[src/rtl/bcd_seq_converter_if.sv]
// Valid/ready operand and result bundle for bcd_seq_converter.
// master = producer/consumer side, slave = converter side.
interface bcd_seq_converter_if #(
  parameter int unsigned DATA_W = 8,
  parameter int unsigned DIGITS = 3
) ();
  logic                  i_valid;
  logic                  o_ready;
  logic [DATA_W-1:0]     i_data;
  logic                  o_valid;
  logic                  i_ready;
  logic [4*DIGITS-1:0]   o_bcd;
  logic                  o_ovf;

  modport master (
    output i_valid, i_data, i_ready,
    input  o_ready, o_valid, o_bcd, o_ovf
  );

  modport slave (
    input  i_valid, i_data, i_ready,
    output o_ready, o_valid, o_bcd, o_ovf
  );
endinterface

[src/rtl/bcd_seq_converter.sv]
// Sequential binary-to-BCD converter (double dabble), one bit per clock
// through a single row of add-3 correctors.
// Optional feature: define BCD_OVF_EN to build the sticky overflow flag;
// otherwise o_ovf is tied low and o_bcd holds operand mod 10^DIGITS.
module bcd_seq_converter #(
  parameter int unsigned DATA_W = 8,
  parameter int unsigned DIGITS = 3
) (
  input  logic               i_clk,
  input  logic               i_rst,
  bcd_seq_converter_if.slave bus
);

  localparam int unsigned BCD_W = 4 * DIGITS;
  localparam int unsigned CNT_W = $clog2(DATA_W + 1);

  typedef enum logic [1:0] {
    ST_IDLE  = 2'd0,
    ST_SHIFT = 2'd1,
    ST_DONE  = 2'd2
  } state_t;

  state_t             r_state;
  state_t             w_next;
  logic               w_accept;
  logic               w_last;
  logic               r_ready;
  logic               r_valid;
  logic [DATA_W-1:0]  r_bin;
  logic [BCD_W-1:0]   r_work;
  logic [BCD_W-1:0]   r_bcd;
  logic [CNT_W-1:0]   r_cnt;
  logic [BCD_W-1:0]   w_adj;
  logic [BCD_W-1:0]   w_shift;

  // Add-3 row: every digit >= 5 is corrected in parallel before the shift
  always_comb begin
    w_adj = r_work;
    for (int k = 0; k < int'(DIGITS); k++) begin
      if (r_work[4*k +: 4] >= 4'd5) begin
        w_adj[4*k +: 4] = r_work[4*k +: 4] + 4'd3;
      end
    end
  end

  // Top bit of the corrected field falls off; binary MSB enters digit 0
  assign w_shift = {w_adj[BCD_W-2:0], r_bin[DATA_W-1]};

  // Next-state decode
  always_comb begin
    w_next   = r_state;
    w_accept = 1'b0;
    w_last   = 1'b0;
    case (r_state)
      ST_IDLE: begin
        if (bus.i_valid && r_ready) begin
          w_accept = 1'b1;
          w_next   = ST_SHIFT;
        end
      end
      ST_SHIFT: begin
        if (r_cnt == CNT_W'(DATA_W - 1)) begin
          w_last = 1'b1;
          w_next = ST_DONE;
        end
      end
      ST_DONE: begin
        if (bus.i_ready && r_valid) begin
          w_next = ST_IDLE;
        end
      end
      default: w_next = ST_IDLE;
    endcase
  end

  // State register with registered handshake outputs decoded from next state
  always_ff @(posedge i_clk or posedge i_rst) begin
    if (i_rst) begin
      r_state <= ST_IDLE;
      r_ready <= 1'b0;
      r_valid <= 1'b0;
    end else begin
      r_state <= w_next;
      r_ready <= (w_next == ST_IDLE);
      r_valid <= (w_next == ST_DONE);
    end
  end

  // Shift datapath: load on accept, one double-dabble step per SHIFT cycle
  always_ff @(posedge i_clk or posedge i_rst) begin
    if (i_rst) begin
      r_bin  <= '0;
      r_work <= '0;
      r_cnt  <= '0;
      r_bcd  <= '0;
    end else if (w_accept) begin
      r_bin  <= bus.i_data;
      r_work <= '0;
      r_cnt  <= '0;
    end else if (r_state == ST_SHIFT) begin
      r_bin  <= r_bin << 1;
      r_work <= w_shift;
      r_cnt  <= r_cnt + CNT_W'(1);
      if (w_last) begin
        r_bcd <= w_shift;
      end
    end
  end

`ifdef BCD_OVF_EN
  logic r_acc;
  logic r_ovf;
  logic w_top_out;

  assign w_top_out = w_adj[BCD_W-1];

  // Sticky overflow: any bit lost off the top digit, or an out-of-range top digit
  always_ff @(posedge i_clk or posedge i_rst) begin
    if (i_rst) begin
      r_acc <= 1'b0;
      r_ovf <= 1'b0;
    end else if (w_accept) begin
      r_acc <= 1'b0;
    end else if (r_state == ST_SHIFT) begin
      r_acc <= r_acc | w_top_out;
      if (w_last) begin
        r_ovf <= r_acc | w_top_out | (w_shift[BCD_W-1 -: 4] >= 4'd10);
      end
    end
  end

  assign bus.o_ovf = r_ovf;
`else
  assign bus.o_ovf = 1'b0;
`endif

  assign bus.o_ready = r_ready;
  assign bus.o_valid = r_valid;
  assign bus.o_bcd   = r_bcd;

endmodule
[src/flat_wrapper.sv]
// flat-port wrapper written by rule: the top's interface ports become plain ports
module bcd_seq_converter_flat 
#(
  parameter int unsigned DATA_W = 8,
  parameter int unsigned DIGITS = 3
)
  (i_clk, i_rst, bus_i_valid, bus_i_data, bus_i_ready, bus_o_ready, bus_o_valid, bus_o_bcd, bus_o_ovf);
  bcd_seq_converter_if #(.DATA_W(DATA_W), .DIGITS(DIGITS)) bus_i ();
  input  logic i_clk;
  input  logic i_rst;
  input wire logic [$bits(bus_i.i_valid)-1:0] bus_i_valid;
  input wire logic [$bits(bus_i.i_data)-1:0] bus_i_data;
  input wire logic [$bits(bus_i.i_ready)-1:0] bus_i_ready;
  output wire logic [$bits(bus_i.o_ready)-1:0] bus_o_ready;
  output wire logic [$bits(bus_i.o_valid)-1:0] bus_o_valid;
  output wire logic [$bits(bus_i.o_bcd)-1:0] bus_o_bcd;
  output wire logic [$bits(bus_i.o_ovf)-1:0] bus_o_ovf;
  assign bus_i.i_valid = bus_i_valid;
  assign bus_i.i_data = bus_i_data;
  assign bus_i.i_ready = bus_i_ready;
  assign bus_o_ready = bus_i.o_ready;
  assign bus_o_valid = bus_i.o_valid;
  assign bus_o_bcd = bus_i.o_bcd;
  assign bus_o_ovf = bus_i.o_ovf;
  bcd_seq_converter #(.DATA_W(DATA_W), .DIGITS(DIGITS)) u_core (.i_clk(i_clk), .i_rst(i_rst), .bus(bus_i));
endmodule
[config.mk]
export PLATFORM = sky130hd
export DESIGN_NAME = bcd_seq_converter_flat
export DESIGN_NICKNAME = d
export VERILOG_FILES = /design/src/rtl/bcd_seq_converter_if.sv /design/src/rtl/bcd_seq_converter.sv /design/src/flat_wrapper.sv
export SDC_FILE = /design/constraint.sdc
export NUM_CORES = 1
export LEC_CHECK = 0
export ABC_AREA = 1
export CAP_MARGIN = 20
export CORE_UTILIZATION = 45
export CTS_CLUSTER_DIAMETER = 60
export DETAILED_ROUTE_END_ITERATION = 8
export PLACE_DENSITY = 0.69
export RECOVER_POWER = 50
export SLEW_MARGIN = 40
export SYNTH_ARGS = -nofsm -noshare
export SYNTH_HDL_FRONTEND = slang
export SYNTH_SLANG_ARGS = --single-unit
[constraint.sdc]
create_clock -name i_clk -period 1.2 [get_ports i_clk]
set_input_delay 0.24 -clock i_clk [delete_from_list [all_inputs] [get_ports i_clk]]
set_output_delay 0.24 -clock i_clk [all_outputs]
set_load 0.02 [all_outputs]
# Word level (Yosys, flattened, before mapping)
# Index checks and enable logic that the tools add are counted.
[totals]
ff_bits = 40
elab_cells = 42
[op_classes]
mux = 17
add_sub_neg = 4
n_lt_le_gt_ge = 3
reduce_logical = 6
bitwise_logic = 1
eq_ne = 4
[ops]
columns = ["operator", "n"]
rows = [
  ["12-bit two-way mux", 2],
  ["4-bit two-way mux", 4],
  ["8-bit two-way mux", 2],
  ["4-bit by 3-bit greater-or-equal comparator with 1-bit output (second input constant)", 3],
  ["4-bit by 2-bit adder with 4-bit output (second input constant)", 2],
  ["2-bit two-way mux", 3],
  ["2-bit one-hot mux with 3 select lines", 1],
  ["4-bit by 1-bit adder with 4-bit output (second input constant)", 1],
  ["2-bit equality test (second input constant)", 2],
  ["4-bit by 3-bit equality test with 1-bit output (second input constant)", 1],
  ["2-bit logical NOT", 2],
  ["1-bit two-way mux", 4],
  ["3-bit by 2-bit adder with 3-bit output (second input constant)", 1],
  ["3-bit two-way mux", 1],
  ["3-bit AND reduction", 1],
  ["2-bit by 1-bit equality test with 1-bit output (second input constant)", 1],
  ["1-bit logical AND", 2],
  ["2-bit nonzero test", 1],
  ["1-bit inverter", 1],
]

# Depth between registers and ports, before layout
[logic_depth]
word_depth = 5
depth_mapped = 9

# Least setup slack after synthesis
# No wires, ideal clock.
[synth_path]
path_type = "reg-to-reg"
from = "register u_core.r_cnt[0]"
to = "register u_core.r_bcd[8], in the netlist u_core.bus.o_bcd[8]"
n_path_buf = 1
setup_time_ns = 0.118
arrival_ns = 1.128
stages_incl_launch_ff = 8
synth_period_minus_slack_ns = 1.245
slack_ns = -0.045
cell_sequence = "dfrtp_1 -> ha_1 -> nand2_1 -> nor2_1 -> nand2_4 -> buf_4 -> nand2_1 -> nand2_1"
[synth_between]
elab_chain_cells = 4
[synth_lines]
columns = ["item", "line", "source"]
rows = [
  ["start, declared", "bcd_seq_converter.sv:32", "logic [CNT_W-1:0] r_cnt;"],
  ["start signal, assigned", "bcd_seq_converter.sv:103", "r_cnt <= r_cnt + CNT_W'(1);"],
  ["4-bit by 3-bit equality test with 1-bit output", "bcd_seq_converter.sv:62", "if (r_cnt == CNT_W'(DATA_W - 1)) begin"],
  ["1-bit two-way mux", "bcd_seq_converter.sv:62", ""],
  ["1-bit two-way mux", "bcd_seq_converter.sv:54", "case (r_state)"],
  ["3-bit AND reduction (no line)", "n/a", ""],
  ["end signal, assigned", "bcd_seq_converter.sv:105", "r_bcd <= w_shift;"],
  ["end, declared", "bcd_seq_converter.sv:31", "logic [BCD_W-1:0] r_bcd;"],
]
# No other way between the ends.
# A chain may end at the register's enable or synchronous reset.

# Worst setup path in the final report
[layout_path]
from = "register u_core.r_work[0]"
to = "register u_core.r_bcd[2], in the netlist u_core.bus.o_bcd[2]"
[layout_between]
elab_chain_cells = 2
word_cells_on_any_way = 3
classes_between = "add/sub (1); order compare (1); mux (1)"
[layout_lines]
columns = ["item", "line", "source"]
rows = [
  ["start, declared", "bcd_seq_converter.sv:30", "logic [BCD_W-1:0] r_work;"],
  ["start signal, assigned", "bcd_seq_converter.sv:102", "r_work <= w_shift;"],
  ["4-bit by 2-bit adder with 4-bit output or 4-bit by 3-bit greater-or-equal comparator with 1-bit output (tied branches)", "bcd_seq_converter.sv:41, bcd_seq_converter.sv:40", ""],
  ["4-bit two-way mux *", "bcd_seq_converter.sv:40", "if (r_work[4*k +: 4] >= 4'd5) begin"],
]
# Mark *: on every way between the ends. The rest lies on a longest branch, timed or not.

==> results_dict.tcl <==
set metrics [dict create \
    status "finished, violations left" \
    violations "setup timing" \
    worstSetupPathType "register to register" \
    synth_flop_cell "dfrtp_1" \
    synth_area_leader_cell "dfrtp_1" \
    detailedPlace.worstSlack_ps -142.4 \
    hold_path.class "register to register" \
    grt_max_degree 41 \
    tightest_slew_ps 520.7 \
    setup_violations 15 \
    cellPowerDensity_nw_per_um2 2883 \
    syn_nets 259 \
    p_seq_frac 0.299 \
    p_int_w 0.004644 \
    area_growth_pct 45.24 \
    cts_htree_levels 2 \
    period_needed_ps 1266 \
    critPathBufInv 2 \
    netlist_area_um2 1947 \
    dr.first_iter.drc_count 82 \
    fillers 338 \
    vias 1719 \
    slowest_stage "dfrtp_1" \
    syn_area_per_cell_um2 8.112 \
    max-vdd-ir-drop_v 0.001261 \
    synth_most_common_cell "nand2_1" \
    synth_top_area_share 0.5141 \
    required_ps 1390 \
    grt_pass1_wl_mm 6.893 \
    period_share 1.055 \
    syn_inst 240 \
    maxSlewHeadroom 0.6528 \
    hold_ws_ps 481.3 \
    fin_skew_ps 5.550 \
    antenna_cells 0 \
    drc_errors 0 \
    row_count 23 \
    ys_warn_count 0 \
    grt-ovfl-total 0 \
    critPathMaxFanout 4 \
    leakage_nw 1.470 \
    synthTopCellsByArea "dfrtp_1 (51%), nand2_1 (19%), nand3_1 (9.0%)" \
    nNetsFinal 318 \
    clock_latency_ps 290 \
    cts_tree "done" \
    worstPathCellList "buf_6 -> ha_4 -> inv_2 -> nand2_2 -> nand2_4 -> nand3_2 -> nand3_1 -> nand2_1" \
    cts_buffer_depth 2 \
    crit_path_end_kind "register" \
    pwr-share-comb 0.554 \
    critPathLaunchType "register" \
    fp.dieArea_um2 4593 \
    antenna_found_initial 0 \
    path_clk_slew_ps 80 \
    synth_edf_count 0 \
    seq_area_um2 1001 \
    post_drt_wl_per_cell_um 12.23 \
    synth.distinct_cells 21 \
    gp_congestion 0.8949 \
    switching_share 0.4303 \
    synth_seq_cells 40 \
    cp.arrival_ps 1450 \
    ant_nets 0 \
    start_util 0.4764 \
    cts_buffers 5 \
    die_h_um 67.78 \
    core-area_um2 4086 \
    dp_hpwl_mm 2.596 \
    synthTopCellsByCount "nand2_1 (97), dfrtp_1 (40), nand3_1 (35), inv_1 (20), o21ai_0 (10)" \
    crit_family "simple AND/OR/NAND/NOR gates" \
    holdBufCountCts 0 \
    drtPass1Iterations 4 \
    multi_input_area_um2 1050 \
    io_buffers 25 \
    finalMaxSlewViolations 0 \
    grt_pass1_vias 1641 \
    rsz0062_at_grt "yes" \
    final-hold-violation-count 0 \
    max_freq_ghz 0.7900 \
    fin_ws_ps -65.87 \
    drive_gt1_frac 0.3700 \
    numClockSinks 40 \
    vias_per_cell 4.911 \
    netSwitchingPower_w 0.003508 \
    cts.root.buffer_cell "clkbuf_8" \
    slowest_delay_ps 420 \
    grt_usage 0.2041 \
    wl_mm 4.279 \
    async_flop_share 1.000 \
    drv_cap 0 \
    io_pins 27 \
    die_x_um 67.78 \
    power_frac_clock 0.147 \
    synth_seq_area_share 0.5141 \
]
-- worst min-delay path: stages (launching register included) --
cell and delay, ps:
dfrtp_1 350, nand2_1 50, nand2_1 50
-- worst paths after layout --
path	from	to	depth (start not counted)	slack (ps)
min in group asynchronous	i_rst	u_core.bus.o_bcd[5]$_DFFE_PP0P_	3	540
hold / removal	u_core.r_bin[0]$_DFFE_PP0P_	u_core.r_bin[0]$_DFFE_PP0P_	2	480
setup / recovery	u_core.r_work[0]$_DFFE_PP0P_	u_core.bus.o_bcd[2]$_DFFE_PP0P_	8	-70
max in group asynchronous	i_rst	u_core.r_work[10]$_DFFE_PP0P_	3	290
setup reg to reg	u_core.r_work[0]$_DFFE_PP0P_	u_core.bus.o_bcd[2]$_DFFE_PP0P_	8	-70
hold reg to reg	u_core.r_bin[0]$_DFFE_PP0P_	u_core.r_bin[0]$_DFFE_PP0P_	2	480
-- layout make-up --
| cell class | instances | share of cell area |
|---|---|---|
| multi-input cells | 171 | 0.3712 |
| clock buffers | 7 | 0.03407 |
| clock inverters | 1 | 0.01062 |
| repair buffers | 57 | 0.1717 |
| well taps | 50 | 0.02212 |
| flip-flops and latches | 40 | 0.3540 |
| inverters | 24 | 0.03628 |
-- layout by cell type (no fill, tap or decap), types with 5 or more instances in the layout --
cell,n
nand2_1,75
dfrtp_1,40
nand3_1,28
buf_4,22
nand2_2,15
inv_1,11
inv_2,11
nand2_4,10
clkdlybuf4s50_1,10
buf_6,9
clkbuf_8,7
o21ai_0,6
nand3_2,5
nor2_1,5
buf_2,5
clkdlybuf4s15_2,5
-- registers in the layout, summed over array words and instances, names as in the netlist --
register / count
u_core.bus.o_bcd: 12
u_core.bus.o_ready: 1
u_core.r_bin: 8
u_core.bus.o_valid: 1
u_core.r_work: 12
u_core.r_cnt: 4
u_core.r_state: 2
-- kinds of logic after synthesis --
family	count (synthesis)	synth area share
buf+inv	29	0.06748
flops	40	0.5141
compound gates	16	0.04370
simple gates	147	0.3278
fa+ha+maj	7	0.04499
other cells	1	0.001926
-- through the flow --
step           setup TNS [ps]  utilization  std cells  total power (W)  area, µm²
2_1_floorplan               0            -        240         0.004616       1949
3_3_place_gp            -2707       0.5912        334         0.005839       2416
3_5_place_dp            -3072       0.5912        334         0.005900       2416
4_1_cts                -650.4       0.6690        347         0.007546       2734
5_1_grt                 -1995       0.6920        350         0.008798       2828
6_report               -640.6       0.6920        350         0.008152       2828
-- what timing repair did --
item | CTS | global route
hold endpoints to repair | 0 | 0
gates resized for setup | 83 | 46
buffers inserted | 5 | 3
endpoints found under the setup margin | 36 | 44
pin swaps | 20 | 17
-- power groups by stage --
| stage | Clock (W) | Sequential, W | Combinational, W |
|---|---|---|---|
| after CTS | 0.00122 | 0.00237 | 0.00396 |
| after floorplan | 0 | 0.00256 | 0.00206 |
| after global routing | 0.00126 | 0.00252 | 0.00501 |
| after global placement | 0 | 0.00234 | 0.00350 |
| final | 0.00120 | 0.00244 | 0.00452 |
| after detailed placement | 0 | 0.00234 | 0.00356 |
-- per-layer routing --
layer	vias to the layer above	GRT usage	part of all wire
li1	888	-	-
met1	787	0.2527	0.45
met2	38	0.3366	0.50
met3	6	0.05405	0.041
met4	0	0.08073	0.012
met5	-	0	0
Note: power is estimated with default switching activity, not from simulation.
